--- src/rtl/fifo2apb_master.sv ---
// fifo2apb_master: pops command words, runs one APB transfer each and
// pushes {status, rdata} responses. Optional macro: WRITE_RSP_EN.
module fifo2apb_master #(
  parameter int ADDR_W         = 16,
  parameter int DATA_W         = 32,
  parameter int TIMEOUT_CYCLES = 16,
  parameter int TO_W           = 5
) (
  input  logic                     pclk,
  input  logic                     preset_n,
  input  logic                     cmd_empty,
  input  logic [ADDR_W+DATA_W:0]   cmd_data,
  output logic                     cmd_read_inc,
  input  logic                     rsp_full,
  output logic [DATA_W+1:0]        rsp_write_data,
  output logic                     rsp_write_inc,
  output logic [ADDR_W-1:0]        paddr,
  output logic                     psel,
  output logic                     penable,
  output logic                     pwrite,
  output logic [DATA_W-1:0]        pwdata,
  input  logic                     pready,
  input  logic [DATA_W-1:0]        prdata,
  input  logic                     pslverr,
  output logic                     busy,
  output logic [7:0]               timeout_cnt
);

  localparam logic [1:0] ST_OK  = 2'b00;
  localparam logic [1:0] ST_ERR = 2'b01;
  localparam logic [1:0] ST_TO  = 2'b10;

  typedef enum logic [3:0] {
    S_IDLE   = 4'b0001,
    S_SETUP  = 4'b0010,
    S_ACCESS = 4'b0100,
    S_RESP   = 4'b1000
  } state_t;

  state_t            r_state;
  logic [TO_W-1:0]   r_to_cnt;

  logic              w_cmd_ok;
  logic              w_cmd_wr;
  logic [ADDR_W-1:0] w_cmd_addr;
  logic [DATA_W-1:0] w_cmd_wdata;
  logic              w_to_hit;
  logic [1:0]        w_status;

  // Response space is reserved before popping, so a push never stalls.
  assign w_cmd_ok    = !cmd_empty && !rsp_full;
  assign w_cmd_wr    = cmd_data[ADDR_W+DATA_W];
  assign w_cmd_addr  = cmd_data[ADDR_W+DATA_W-1:DATA_W];
  assign w_cmd_wdata = cmd_data[DATA_W-1:0];
  assign w_to_hit    = (r_to_cnt == TO_W'(TIMEOUT_CYCLES - 1));
  assign w_status    = pslverr ? ST_ERR : ST_OK;

  // Transfer sequencer; every output is a flop updated here.
  always_ff @(posedge pclk or negedge preset_n) begin
    if (!preset_n) begin
      r_state        <= S_IDLE;
      r_to_cnt       <= '0;
      cmd_read_inc   <= 1'b0;
      rsp_write_data <= '0;
      rsp_write_inc  <= 1'b0;
      paddr          <= '0;
      psel           <= 1'b0;
      penable        <= 1'b0;
      pwrite         <= 1'b0;
      pwdata         <= '0;
      busy           <= 1'b0;
      timeout_cnt    <= '0;
    end else begin
      cmd_read_inc  <= 1'b0;
      rsp_write_inc <= 1'b0;
      unique case (r_state)
        S_IDLE: begin
          if (w_cmd_ok) begin
            cmd_read_inc <= 1'b1;
            paddr        <= w_cmd_addr;
            pwrite       <= w_cmd_wr;
            pwdata       <= w_cmd_wdata;
            psel         <= 1'b1;
            busy         <= 1'b1;
            r_state      <= S_SETUP;
          end
        end
        S_SETUP: begin
          penable  <= 1'b1;
          r_to_cnt <= '0;
          r_state  <= S_ACCESS;
        end
        S_ACCESS: begin
          if (pready) begin
            psel    <= 1'b0;
            penable <= 1'b0;
            paddr   <= '0;
            pwrite  <= 1'b0;
            pwdata  <= '0;
            if (!pwrite) begin
              rsp_write_data <= {w_status, prdata};
              rsp_write_inc  <= 1'b1;
              r_state        <= S_RESP;
            end else begin
`ifdef WRITE_RSP_EN
              rsp_write_data <= {w_status, {DATA_W{1'b0}}};
              rsp_write_inc  <= 1'b1;
              r_state        <= S_RESP;
`else
              busy    <= 1'b0;
              r_state <= S_IDLE;
`endif
            end
          end else if (w_to_hit) begin
            psel           <= 1'b0;
            penable        <= 1'b0;
            paddr          <= '0;
            pwrite         <= 1'b0;
            pwdata         <= '0;
            rsp_write_data <= {ST_TO, {DATA_W{1'b0}}};
            rsp_write_inc  <= 1'b1;
            if (timeout_cnt != 8'hFF)
              timeout_cnt <= timeout_cnt + 8'd1;
            r_state <= S_RESP;
          end else begin
            r_to_cnt <= r_to_cnt + TO_W'(1);
          end
        end
        S_RESP: begin
          busy    <= 1'b0;
          r_state <= S_IDLE;
        end
        default: begin
          psel    <= 1'b0;
          penable <= 1'b0;
          busy    <= 1'b0;
          r_state <= S_IDLE;
        end
      endcase
    end
  end

endmodule

--- config.mk ---
export PLATFORM = sky130hd
export DESIGN_NAME = fifo2apb_master
export DESIGN_NICKNAME = d
export VERILOG_FILES = /design/src/rtl/fifo2apb_master.sv
export SDC_FILE = /design/constraint.sdc
export NUM_CORES = 1
export LEC_CHECK = 0
export ABC_CLOCK_PERIOD_IN_PS = 2200
export BUFFER_PORTS_ARGS = -buffer_cell sky130_fd_sc_hd__buf_4
export CAP_MARGIN = 20
export CORE_ASPECT_RATIO = 0.5
export CORE_MARGIN = 3
export CORE_UTILIZATION = 43
export DETAILED_ROUTE_END_ITERATION = 16
export PLACE_DENSITY = 0.73
export SLEW_MARGIN = 10
export SYNTH_ARGS = -nofsm -noshare
export SYNTH_HDL_FRONTEND = slang
export SYNTH_SLANG_ARGS = --single-unit
--- constraint.sdc ---
create_clock -name pclk -period 2.2 [get_ports pclk]
set_input_delay 0.33 -clock pclk [delete_from_list [all_inputs] [get_ports pclk]]
set_output_delay 0.33 -clock pclk [all_outputs]
set_load 0.01 [all_outputs]
After elaboration in Yosys (flattened, before gate mapping)
Index checks and enable logic that the tools add are counted.

Logic and storage cells: 83. Memories kept: 0. Memory bits (read-only): 0. Register bits after elaboration: 105. RAM bits: 0. Output and inout port bits: 96. Input bits: 87. Latch bits: 0.

Multipliers: 0. Multiplexer cells: 36. Reductions and logical operators: 16. Equality and inequality tests: 13. Divide/modulo/power cells: 0. Magnitude comparators: 0. Shifts and indexed selects: 0. Bitwise gates (word level): 4. $add $sub $neg: 2.

Operators with widths (number): 34-bit 2-to-1 mux (3); 32-bit 2-to-1 mux (3); 32-bit case mux with 2 select lines (1); 16-bit 2-to-1 mux (3); 16-bit case mux with 2 select lines (1); 4-bit 2-to-1 mux (4); 1-bit 2-to-1 mux (13); 2-bit inequality test (second input constant) (6); 4-bit case mux with 3 select lines (1); 3-bit AND reduction (4); 5-bit 2-to-1 mux (2); 5-bit case mux with 2 select lines (1); 1-bit case mux with 3 select lines (3); 8-bit by 1-bit adder with 8-bit output (second input constant) (1); 8-bit inequality test (second input constant) (1); 4-bit AND reduction (2); 2-bit nonzero test (3); 5-bit by 1-bit adder with 5-bit output (second input constant) (1); 5-bit by 4-bit == test with 1-bit output (second input constant) (1); 4-bit by 1-bit == test with 1-bit output (second input constant) (1); 4-bit by 2-bit == test with 1-bit output (second input constant) (1); 4-bit by 3-bit == test with 1-bit output (second input constant) (1); 4-bit == test (second input constant) (1); 1-bit inverter (4); 6 further kinds (9).

Longest topological paths before layout
Depth in word-level cells: 4. Depth in mapped cells: 9. Depth with buffers taken out: 7.

Least setup slack after synthesis
OpenSTA, ideal clock, no wires.

Kind: reg-to-reg. Start point: register r_to_cnt[0]. End point: register paddr[10]. Path buffers: 2. Arrival: 2079 ps. Library setup time: 65 ps. Stages on the path, launching flop included: 10. Setup slack: 56 ps. Cell sequence: dfrtp_1 ha_1 and3_1 ha_1 nor2_1 nor2_1 nor2_1 buf_2 buf_6 a22o_1.

Longest elaborated chain between the ends: 3.

Ends and longest elaborated chain: from (decl) (RTL line 41) `logic [TO_W-1:0] r_to_cnt;`; from (signal assigned) (RTL line 126) `r_to_cnt <= r_to_cnt + TO_W'(1);`; 5-bit by 4-bit == test with 1-bit output (RTL line 55) `assign w_to_hit = (r_to_cnt == TO_W'(TIMEOUT_CYCLES - 1));`; 3-bit inequality test (no line); 3-bit AND reduction (no line); to (signal assigned) (RTL line 80) `paddr <= w_cmd_addr;`; to (decl) (RTL line 17) `output logic [ADDR_W-1:0] paddr,`.

No other way between the ends. A chain may end at the register's enable or synchronous reset.

Final worst setup path
Start point: register r_state[0]. End point: register pwdata[0].

Longest elaborated chain between the ends: 3. Elaborated cells on any way between the ends: 7. Those cells by class: eq/ne: 4; mux: 1; reduce/logical: 2.

Ends and longest elaborated chain: from (decl) (RTL line 40) `state_t r_state;`; from (signal assigned) (RTL line 61) `r_state <= S_IDLE;`; from (signal assigned) (RTL line 85) `r_state <= S_SETUP;`; from (signal assigned) (RTL line 91) `r_state <= S_ACCESS;`; 4-bit by 3-bit == test with 1-bit output / 4-bit by 1-bit == test with 1-bit output (equally long branches) (RTL line 76) `unique case (r_state)`; 3-bit inequality test (no line), or another cell as far along; 3-bit AND reduction (no line); to (signal assigned) (RTL line 82) `pwdata <= w_cmd_wdata;`; to (decl) (RTL line 21) `output logic [DATA_W-1:0] pwdata,`.

Several ways; a longest one is shown, not always the timed one.

==> key figures <==
Pwr
  • Reg power frac: 0.455
  • Leakage: 3.15 nW
  • P_sw: 1.49 mW
  • Combinational Power Share: 0.245
  • Clock power share: 0.301
  • Power per cell area: 876 nW/um2
  • Sw Share: 0.273
  • Internal power: 3.96 mW
  • Worst VDD drop: 0.000377 V

Logic synthesis
  • Yosys warnings: 0
  • Adder-cell share of the synthesized area: 0.00882
  • Largest family of logic cells by synthesized area: compound AO/OA/AOI/OAI gates
  • Synth area leader: dfrtp_1
  • Mux share of post-synthesis cell area: 0.00794
  • Register area share after synthesis: 0.618
  • Synth Area in XOR/XNOR: 0.00823
  • Post-synth EDFFs: 0
  • Ys flop type: dfrtp_1
  • Post-Synth Simple-Gate Area: 0.122
  • Syn_area_per_cell: 11.4 um2
  • Area fraction of the dominant cell type after synthesis: 0.611
  • Count of cell types in the netlist: 44
  • Net Count, Synth: 465
  • Mapped cell area: 4260 um2
  • Syn Inst Count: 375
  • Synth Area in Compound Gates: 0.173
  • Synth area leaders: dfrtp_1 61%, a22o_1 10%, nand3_1 4.7%
  • Synthesis-stage register bit count: 105
  • Asr flop ratio synth: 1.00

Critical path
  • Worst setup SP type: register
  • Crit path capture type: register
  • CP Launch Point: r_state[0]
  • Crit path DAT: 2.38 ns
  • Critical path data required time: 2.48 ns
  • Launch point of the worst reg-to-reg path: r_state[0]
  • Worst-path maximum fanout: 15
  • Crit Path Class: register to register

Timing
  • Final worst-path setup slack: 0.101 ns
  • Pins Over Slew Limit: 0
  • Final worst path period share: 0.954
  • Fin crit period: 2.10 ns
  • Max frequency: 476 MHz
  • Final setup viols: 0
  • Worst-Margin Slew: 0.673 ns
  • Slew margin rel.: 0.551
  • Total negative slack: 0 ns
  • Final Skew: 0.00748 ns
  • Final Hold Fails: 0

Global routing
  • Largest net degree at the start of global routing: 60
  • Initial antenna violation count: 0
  • Vias in the first global route: 3464
  • First-pass GRT wire length: 18.2 mm
  • GR Util All Layers: 0.201
  • GRT Residual Overflow: 0

Detailed routing
  • Drt total wl: 11.4 mm
  • Vias/cell: 5.16
  • Antenna Nets Post-Route: 0
  • Wirelength per Cell: 16.4 um
  • Drt pass-1 iters: 5
  • Iteration-0 DRC Markers: 157
  • # DRC: 0
  • Via count: 3605

Clocking
  • Clk pin slew, worst setup/hold paths: 0.07 ns
  • CTS tree: done
  • Total CTS buffers: 9
  • H-tree depth: 3
  • Worst-Skew Late Latency: 0.34 ns
  • CTS Sinks: 105
  • Root buffer cell: clkbuf_16
  • Clock buffer depth: 2

Placed design
  • Post-DP HPWL: 7.61 mm
  • DP Worst Slack: -0.237 ns
  • GP Congestion: 0.811
  • Placed cells: 675
  • PortBufs: 182

Layout
  • Commonest non-fill, non-tap cell in the layout: buf_4
  • # diodes: 0
  • Most frequent cells in the layout: 196 x buf_4, 104 x dfrtp_1, 49 x a22o_1, 40 x nand3_1, 39 x inv_1
  • Syn-to-layout area delta: 46.3%
  • Final core utilization: 0.680
  • Finished Layout Cells: 698
  • Nets: 653
  • Share of layout cells above drive strength 1: 0.410

Floorplanning
  • CORE AREA: 9160 um2
  • Die height: 76.4 um
  • Die X-Extent: 147 um
  • Die area: 11200 um2
  • Num rows: 24
  • I/O Pins: 183
  • Starting Density: 0.465

Job
  • Max-cap violations: 0

Outcome
  • Status: complete, no violations

Worst hold path
  • HP Class: input pin to register
  • HP Start: cmd_data[26]
-- registers in the layout, indices dropped and copies added (netlist names) --
name / count
paddr: 16
cmd_read_inc: 1
pwdata: 32
r_to_cnt: 5
rsp_write_data: 34
penable: 1
r_state: 4
busy: 1
timeout_cnt: 8
pwrite: 1
rsp_write_inc: 1
psel: 1
-- metrics by stage --
stage | power (mW) | hold WS [ns] | cell area (um2)
finish | 5.46 | 0.203 | 6230
global route | 5.73 | 0.189 | 6230
CTS | 5.51 | 0.192 | 6200
detailed placement | 3.83 | 0.165 | 5830
global placement | 3.80 | 0.169 | 5830
floorplan | 3.00 | 0.0344 | 4260
-- worst paths after layout --
kind | endpoint | slack, ns | cells after the start
max | pwdata[0] | 0.10 | 5
min reg2reg | r_to_cnt[4] | 0.48 | 2
max reg2reg | pwdata[0] | 0.10 | 5
max in group asynchronous | timeout_cnt[2] | 1.31 | 3
min | pwdata[26] | 0.20 | 2
min in group asynchronous | pwdata[31] | 0.36 | 2
-- area by class of cell --
cell class / instances / area (um2)
Multi-Input combinational cell: 207 / 1420
Fill cell: 753 / 2930
Clock inverter: 4 / 52.6
Inverter: 39 / 146
Sequential cell: 105 / 2630
Timing Repair Buffer: 201 / 1560
Clock buffer: 12 / 256
Tap cell: 130 / 163
-- power by group through the flow --
stage / sequential (mW) / combinational, mW / clock [mW]
after floorplan: 2.64 / 0.360 / 0
after global placement: 2.51 / 1.29 / 0
after detailed placement: 2.50 / 1.34 / 0
after CTS: 2.48 / 1.35 / 1.68
after global routing: 2.53 / 1.44 / 1.77
final: 2.48 / 1.34 / 1.64
-- per-layer routing --
metal / up-vias / global-route usage / wire length (um)
li1: 1702 / - / -
met1: 1762 / 0.269 / 5040
met2: 125 / 0.328 / 5580
met3: 16 / 0.0452 / 618
met4: 0 / 0.0675 / 196
met5: - / 0 / 0
-- worst max-delay path, cell delays in order, from the launching register on --
cell and delay (ns):
dfstp_2 0.70, or3b_1 0.47, nor4_4 0.26, buf_4 0.21, buf_4 0.22, a22o_1 0.18
-- what timing repair did --
action | 4_1_cts | 5_1_grt
resized for setup | 4 | 4
hold buffers | 1 | 0
pin swaps | 5 | 0
cloned | 1 | 1
setup buffers | 4 | 0
endpoints found under the setup margin | 51 | 29
hold endpoints to repair | 5 | 0
-- kinds of logic (layout without fill, tap and decap cells) --
kind of cell / Yosys count / in the layout
AO/OA/AOI/OAI: 106 / 106
XOR/XNOR: 4 / 4
adder cells (fa/ha/maj): 3 / 3
buffers and inverters: 65 / 256
flip-flops: 105 / 105
multiplexers: 3 / 3
AND/OR/NAND/NOR: 89 / 91
-- synthesized netlist by cell type, types with 2 or more instances --
master    instances
nor2b_1           2
nand3_1          40
a22o_1           49
mux2_2            3
o21bai_1          2
clkbuf_1         18
nor4_1            4
nor3b_1           2
o31ai_1           2
ha_1              3
nor2_1            9
dfrtp_1         104
xor2_1            3
o21ai_0          38
nand2_1          10
buf_2             5
inv_1            39
a31oi_1           2
or4b_2            2
nand2b_1          2
and3_1            2
o21ai_1           3
nand4_1           2
nor3_1            3
a21oi_1           6
buf_4             2
(Power assumes the default switching activity.)
